`src/rtl/wb_fabric_pkg.sv`:
```
// Shared definitions for the Wishbone fabric decoder: FSM encoding, RAM region
// codes, the default read value and small helpers.
package wb_fabric_pkg;

  typedef enum logic [1:0] {
    IDLE     = 2'd0,
    SLV_WAIT = 2'd1,
    SELF_ACK = 2'd2,
    DONE     = 2'd3
  } state_e;

  typedef enum logic {
    SEL_RAM0 = 1'b0,
    SEL_RAM1 = 1'b1
  } ram_sel_e;

  localparam int unsigned REGION_LSB = 11;
  localparam logic [5:0]  RAM0_REGION_C   = 6'h00;
  localparam logic [5:0]  RAM1_REGION_C   = 6'h01;
  localparam logic [31:0] DEF_REG_VALUE_C = 32'hFABDEFAC;

  // The first SLV_WAIT cycle already counts as one wait cycle.
  localparam logic [7:0] TMO_LOAD_C = 8'd1;

  function automatic logic [7:0] sat_inc8(input logic [7:0] v);
    return (v == 8'hFF) ? v : v + 8'd1;
  endfunction

endpackage

```
`src/rtl/wb_timeout_cnt.sv`:
```
// Loadable 8-bit up-counter; tc is high while the count equals tc_val, and the
// count holds there until the next load.
module wb_timeout_cnt
  import wb_fabric_pkg::*;
(
  input  logic       clk,
  input  logic       rst,
  input  logic       load,
  input  logic [7:0] load_val,
  input  logic       en,
  input  logic [7:0] tc_val,
  output logic       tc
);

  logic [7:0] cnt_q;
  logic [7:0] cnt_d;

  assign tc = (cnt_q == tc_val);

  // NOTE: every variable assigned in always_comb gets a default first, so no
  // path through the block can leave it unassigned and infer a latch.
  always_comb begin
    cnt_d = cnt_q;
    if (load) begin
      cnt_d = load_val;
    end else if (en && !tc) begin
      cnt_d = cnt_q + 8'd1;
    end
  end

  // NOTE: sequential state uses non-blocking assignments only, so every flop
  // samples pre-edge values regardless of process ordering.
  always_ff @(posedge clk or posedge rst) begin
    if (rst) begin
      cnt_q <= 8'd0;
    end else begin
      cnt_q <= cnt_d;
    end
  end

endmodule

```
`src/rtl/wb_fabric_decoder.sv`:
```
// Wishbone address decoder and response stage for the fabric RAM block.
// Optional build macro WB_DECODER_ERR_EN adds WBs_ERR_o for self-terminated cycles.
module wb_fabric_decoder
  import wb_fabric_pkg::*;
#(
  parameter int                        ADDRWIDTH      = 17,
  parameter int                        DATAWIDTH      = 32,
  parameter logic [ADDRWIDTH-12:0]     RAM0_REGION    = RAM0_REGION_C,
  parameter logic [ADDRWIDTH-12:0]     RAM1_REGION    = RAM1_REGION_C,
  parameter int                        TIMEOUT_CYCLES = 16,
  parameter logic [DATAWIDTH-1:0]      DEF_REG_VALUE  = DEF_REG_VALUE_C
) (
  input  logic                 WBs_CLK_i,
  input  logic                 WBs_RST_i,
  input  logic [ADDRWIDTH-1:0] WBs_ADR_i,
  input  logic                 WBs_CYC_i,
  input  logic                 WBs_STB_i,
  input  logic                 WBs_WE_i,
  output logic [DATAWIDTH-1:0] WBs_DAT_o,
  output logic                 WBs_ACK_o,
  output logic                 WBs_RAM0_CYC_o,
  output logic                 WBs_RAM1_CYC_o,
  input  logic [DATAWIDTH-1:0] WBs_RAM0_DAT_i,
  input  logic [DATAWIDTH-1:0] WBs_RAM1_DAT_i,
  input  logic                 WBs_SLV_ACK_i,
`ifdef WB_DECODER_ERR_EN
  output logic                 WBs_ERR_o,
`endif
  output logic                 Timeout_Sts_o,
  output logic [7:0]           Err_Cnt_o
);

  localparam logic [7:0] TC_VAL = 8'(TIMEOUT_CYCLES - 1);

  state_e     state_q, state_d;
  ram_sel_e   sel_q, sel_d;
  logic       self_ack_q, self_ack_d;
  logic       tmo_q, tmo_d;
  logic [7:0] err_cnt_q, err_cnt_d;

  logic                  req;
  logic [ADDRWIDTH-12:0] region;
  logic                  hit0, hit1;
  logic                  slv_done;
  logic                  tmo_tc;
  logic                  cnt_load;
  logic                  cnt_en;

  // Write enable and in-region offset are consumed by the RAMs, not here.
  logic unused_inputs;
  assign unused_inputs = &{1'b0, WBs_WE_i, WBs_ADR_i[REGION_LSB-1:0]};

  assign req      = WBs_CYC_i & WBs_STB_i;
  assign region   = WBs_ADR_i[ADDRWIDTH-1:REGION_LSB];
  assign hit0     = (region == RAM0_REGION);
  assign hit1     = (region == RAM1_REGION);
  assign slv_done = (state_q == SLV_WAIT) & WBs_CYC_i & WBs_SLV_ACK_i;
  assign cnt_load = (state_q == IDLE) & req & (hit0 | hit1);
  assign cnt_en   = (state_q == SLV_WAIT);

  wb_timeout_cnt u_tmo_cnt (
    .clk      (WBs_CLK_i),
    .rst      (WBs_RST_i),
    .load     (cnt_load),
    .load_val (TMO_LOAD_C),
    .en       (cnt_en),
    .tc_val   (TC_VAL),
    .tc       (tmo_tc)
  );

  always_ff @(posedge WBs_CLK_i or posedge WBs_RST_i) begin
    if (WBs_RST_i) begin
      state_q    <= IDLE;
      sel_q      <= SEL_RAM0;
      self_ack_q <= 1'b0;
      tmo_q      <= 1'b0;
      err_cnt_q  <= 8'd0;
    end else begin
      state_q    <= state_d;
      sel_q      <= sel_d;
      self_ack_q <= self_ack_d;
      tmo_q      <= tmo_d;
      err_cnt_q  <= err_cnt_d;
    end
  end

  always_comb begin
    state_d    = state_q;
    sel_d      = sel_q;
    tmo_d      = tmo_q;
    err_cnt_d  = err_cnt_q;
    self_ack_d = (state_q == SELF_ACK);
    unique case (state_q)
      IDLE: begin
        if (req) begin
          if (hit0 | hit1) begin
            state_d = SLV_WAIT;
            sel_d   = hit0 ? SEL_RAM0 : SEL_RAM1;
          end else begin
            state_d = SELF_ACK;
          end
        end
      end
      SLV_WAIT: begin
        // Abandoned cycle beats slave ACK, which beats the timeout.
        if (!WBs_CYC_i || WBs_SLV_ACK_i) begin
          state_d = DONE;
        end else if (tmo_tc) begin
          state_d = SELF_ACK;
          tmo_d   = 1'b1;
        end
      end
      SELF_ACK: begin
        state_d   = DONE;
        err_cnt_d = sat_inc8(err_cnt_q);
      end
      DONE: begin
        if (!WBs_STB_i) begin
          state_d = IDLE;
        end
      end
      default: state_d = IDLE;
    endcase
  end

  // The self-terminated response is registered out of SELF_ACK so that
  // unmapped accesses see the same two-cycle latency as a prompt slave.
  always_comb begin
    WBs_RAM0_CYC_o = (state_q == SLV_WAIT) && (sel_q == SEL_RAM0);
    WBs_RAM1_CYC_o = (state_q == SLV_WAIT) && (sel_q == SEL_RAM1);
    WBs_DAT_o      = '0;
    if (slv_done) begin
      WBs_DAT_o = (sel_q == SEL_RAM1) ? WBs_RAM1_DAT_i : WBs_RAM0_DAT_i;
    end else if (self_ack_q) begin
      WBs_DAT_o = DEF_REG_VALUE;
    end
`ifdef WB_DECODER_ERR_EN
    WBs_ACK_o = slv_done;
    WBs_ERR_o = self_ack_q;
`else
    WBs_ACK_o = slv_done | self_ack_q;
`endif
  end

  assign Timeout_Sts_o = tmo_q;
  assign Err_Cnt_o     = err_cnt_q;

endmodule

```
`config.mk`:
```
export PLATFORM = sky130hd
export DESIGN_NAME = wb_fabric_decoder
export DESIGN_NICKNAME = d
export VERILOG_FILES = /design/src/rtl/wb_fabric_pkg.sv /design/src/rtl/wb_timeout_cnt.sv /design/src/rtl/wb_fabric_decoder.sv
export SDC_FILE = /design/constraint.sdc
export NUM_CORES = 1
export LEC_CHECK = 0
export ABC_CLOCK_PERIOD_IN_PS = 2250
export CELL_PAD_IN_SITES_DETAIL_PLACEMENT = 1
export CELL_PAD_IN_SITES_GLOBAL_PLACEMENT = 2
export CORE_UTILIZATION = 20
export DETAILED_ROUTE_END_ITERATION = 10
export PLACE_DENSITY_LB_ADDON = 0.1
export SKIP_LAST_GASP = 1
export SYNTH_ARGS = -nofsm -noshare
export SYNTH_HDL_FRONTEND = slang
export SYNTH_HIERARCHICAL = 1
export SYNTH_SLANG_ARGS = --single-unit
export TNS_END_PERCENT = 100
```
`constraint.sdc`:
```
create_clock -name WBs_CLK_i -period 2.25 [get_ports WBs_CLK_i]
set_input_delay 0.225 -clock WBs_CLK_i [delete_from_list [all_inputs] [get_ports WBs_CLK_i]]
set_output_delay 0.225 -clock WBs_CLK_i [all_outputs]
set_load 0.01 [all_outputs]
```
==> flow_metrics.env <==
export IMPL_synth_seq_area_share_pct=26.4
export IMPL_synth_most_common_cell="mux2i_1"
export IMPL_synthFlopType="dfrtp_1"
export IMPL_synth_common_cells="mux2i_1, dfrtp_1, a21oi_2"
export IMPL_grt_max_degree=24
export IMPL_place_port_buffers=118
export IMPL_tightest_slew_ns=0.552
export IMPL_path_cells="inv_1 > ha_2 > and3_4 > nor2_8 > a21oi_1 > clkdlybuf4s50_1"
export IMPL_drive_above_1_share_pct=15.7
export IMPL_end_kind="output pin"
export IMPL_p_switching_mw=1.31
export IMPL_avgRoutedWirePerCell_um=15.1
export IMPL_clockRootBuffer="clkbuf_8"
export IMPL_placement_rows=36
export IMPL_start_util_pct=20.5
export IMPL_p_per_area_nw_per_um2=865
export IMPL_required_ns=2.03
export IMPL_final_core_util_pct=36.2
export IMPL_rsz0062_at_grt="true"
export IMPL_diodes=0
export IMPL_grt_pass1_wl_um=10800
export IMPL_fin_nets=445
export IMPL_die_w_um=102
export IMPL_p_total_mw=3.05
export IMPL_hold_path_class="input port to asynchronous set/reset pin"
export IMPL_cpMaxStageDelayCell="clkdlybuf4s50_1"
export IMPL_place_congestion=0.715
export IMPL_path_buf_inv=2
export IMPL_slew_violations=0
export IMPL_p_clk_share_pct=8.6
export IMPL_synthTopCellsByArea="dfrtp_1, mux2i_1, a21oi_2"
export IMPL_irDropWorstVdd_v=0.000456
export IMPL_drc=0
export IMPL_areaGrowthSynthToFinish_pct=76.9
export IMPL_instances_no_fill=483
export IMPL_fin_crit_sh_pct=97.2
export IMPL_cts_buffers=3
export IMPL_placed_cells=474
export IMPL_final_setup_worst_slack_ns=0.0623
export IMPL_hold_viol_final=0
export IMPL_drt_pass1_iter_count=3
export IMPL_synth_area_per_cell_um2=9.52
export IMPL_cts_max_level=1
export IMPL_core_area_um2=9730
export IMPL_cts_num_sinks=21
export IMPL_power_internal_mw=1.74
export IMPL_path_max_fanout=12
export IMPL_io_pins=131
export IMPL_path_class="flop to output pin"
export IMPL_finClkSkew_ns=0.00214
export IMPL_routed_wl_um=7290
export IMPL_cpPeakStageDelay_ns=0.54
export IMPL_drv_cap=0
export IMPL_ant_nets=0
export IMPL_tritoncts="yes"
export IMPL_synthArstFlopShare_pct=100
export IMPL_clk_pin_slew_ns=0.08
export IMPL_synth_edf_count=0
export IMPL_ys_seq_elements=21
export IMPL_track_usage_pct=13.3
export IMPL_setup_viol=0
export IMPL_fp_dieArea_um2=10400
export IMPL_drtIter0Drc=8
export IMPL_clockBufferDepth=2
export IMPL_syn_area_um2=1990
export IMPL_dp_hpwl_um=5420
export IMPL_fillers=1164
export IMPL_cp_start_kind="flop"
export IMPL_cp_top_family="buffers and inverters"
export IMPL_leakage_nw=1.72
export IMPL_fmax_mhz=457
export IMPL_fin_worst_hold_slack_ns=0.247
export IMPL_worstSkewPairLatency_ns=0.26
export IMPL_synth_top_cell_area_share_pct=26.4
export IMPL_period_needed_ns=2.19
export IMPL_pwr_share_comb_pct=68.1
export IMPL_antenna_found_initial=0
export IMPL_via_per_inst=4.29
export IMPL_p_seq_share_pct=23.3
export IMPL_overflow=0
export IMPL_hold_buffers=0
export IMPL_critical_path_arrival_ns=1.96
export IMPL_vias=2074
export IMPL_ys_types=43
export IMPL_yosys_warnings=6
export IMPL_max_slew_margin_pct=63.2
export IMPL_synth_area_leader_cell="dfrtp_1"
export IMPL_swShare_pct=42.9
export IMPL_syn_inst=209
export IMPL_status="completed"
export IMPL_grt_pass1_vias=2091
export IMPL_chipHeight_um=102
export IMPL_dp_slack_ns=0.0696
## cell families after synthesis
family                   after synthesis  synth area share, %
AO/OA/AOI/OAI                         48                 17.9
XOR/XNOR                              20                 8.80
adder cells (fa/ha/maj)                7                 4.40
buffers and inverters                 18                 5.34
flip-flops                            21                 26.4
multiplexers                          39                 20.4
other                                  2                0.377
AND/OR/NAND/NOR                       54                 16.4
## power groups by stage
stage	registers, mW	clock network (mW)	logic, mW
finish	0.710	0.261	2.08
global route	0.741	0.285	2.26
CTS	0.714	0.275	2.10
detailed placement	0.709	0	2.11
global placement	0.707	0	2.11
floorplan	0.696	0	1.17
## metal layers
metal | vias up | track usage [%] | wire, um
met2 | 84 | 21.9 | 3130
met1 | 974 | 17.7 | 3340
met3 | 4 | 3.24 | 777
li1 | 1012 | - | -
met5 | - | 0 | 0
met4 | 0 | 2.68 | 51
## repair_timing
item                                    CTS  global route
endpoints found under the setup margin   33             6
gates resized for setup                  31             5
buffers inserted                          2             1
cloned                                    1             1
pin swaps                                 3             0
## registers in the layout, indices dropped and copies added, names as in the netlist
register and flops:
state_q 2, Timeout_Sts_o 1, sel_q 1, self_ack_q 1, u_tmo_cnt/cnt_q 8, Err_Cnt_o 8
## placed cells by master (no fill, tap or decap), types with 2 or more instances in the layout
master and n:
xor2_1 9, a31oi_1 4, dlygate4sd2_1 27, mux2_4 2, nand4_4 2, conb_1 16
mux2_1 2, a21oi_2 19, inv_1 7, xnor2_1 11, nor2_1 15, mux2i_1 32
nand4_1 6, nand2b_1 2, ha_1 6, nand2_1 11, dlymetal6s2s_1 5, dfrtp_1 20
nand3_1 3, buf_12 3, mux2_2 3, clkbuf_8 3, and3_1 5, a21oi_1 8
buf_4 9, nor2b_1 2, clkdlybuf4s50_1 86, o21ai_1 9
## area by class of cell
type / count / area, um2 / share of cell area (%)
clock buffers: 4 / 45.0 / 1.28
inverters: 8 / 30.0 / 0.853
multi-input cells: 185 / 1430 / 40.6
flip-flops and latches: 21 / 527 / 15.0
well taps: 133 / 166 / 4.72
repair buffers: 132 / 1320 / 37.6
## through the flow
| stage | cell area [um2] | TNS (ns) |
|---|---|---|
| after floorplan | 2040 | 0 |
| after detailed placement | 3400 | 0 |
| final | 3520 | 0 |
| after global placement | 3400 | 0 |
| after CTS | 3480 | -0.0476 |
| after global routing | 3520 | -0.0504 |
## worst paths after layout
check / startpoint / end / slack [ns] / depth (start not counted)
max reg2reg: u_tmo_cnt/cnt_q[4] / state_q[1] / 0.33 / 6
max: state_q[1] / WBs_DAT_o[31] / 0.06 / 6
min reg2reg: Timeout_Sts_o / Timeout_Sts_o / 0.48 / 1
max in group asynchronous: WBs_RST_i / sel_q / 1.52 / 2
min: WBs_RST_i / u_tmo_cnt/cnt_q[5] / 0.25 / 2
min in group WBs_CLK_i: Timeout_Sts_o / Timeout_Sts_o / 0.48 / 1
Note: power is estimated with default switching activity, not from simulation.
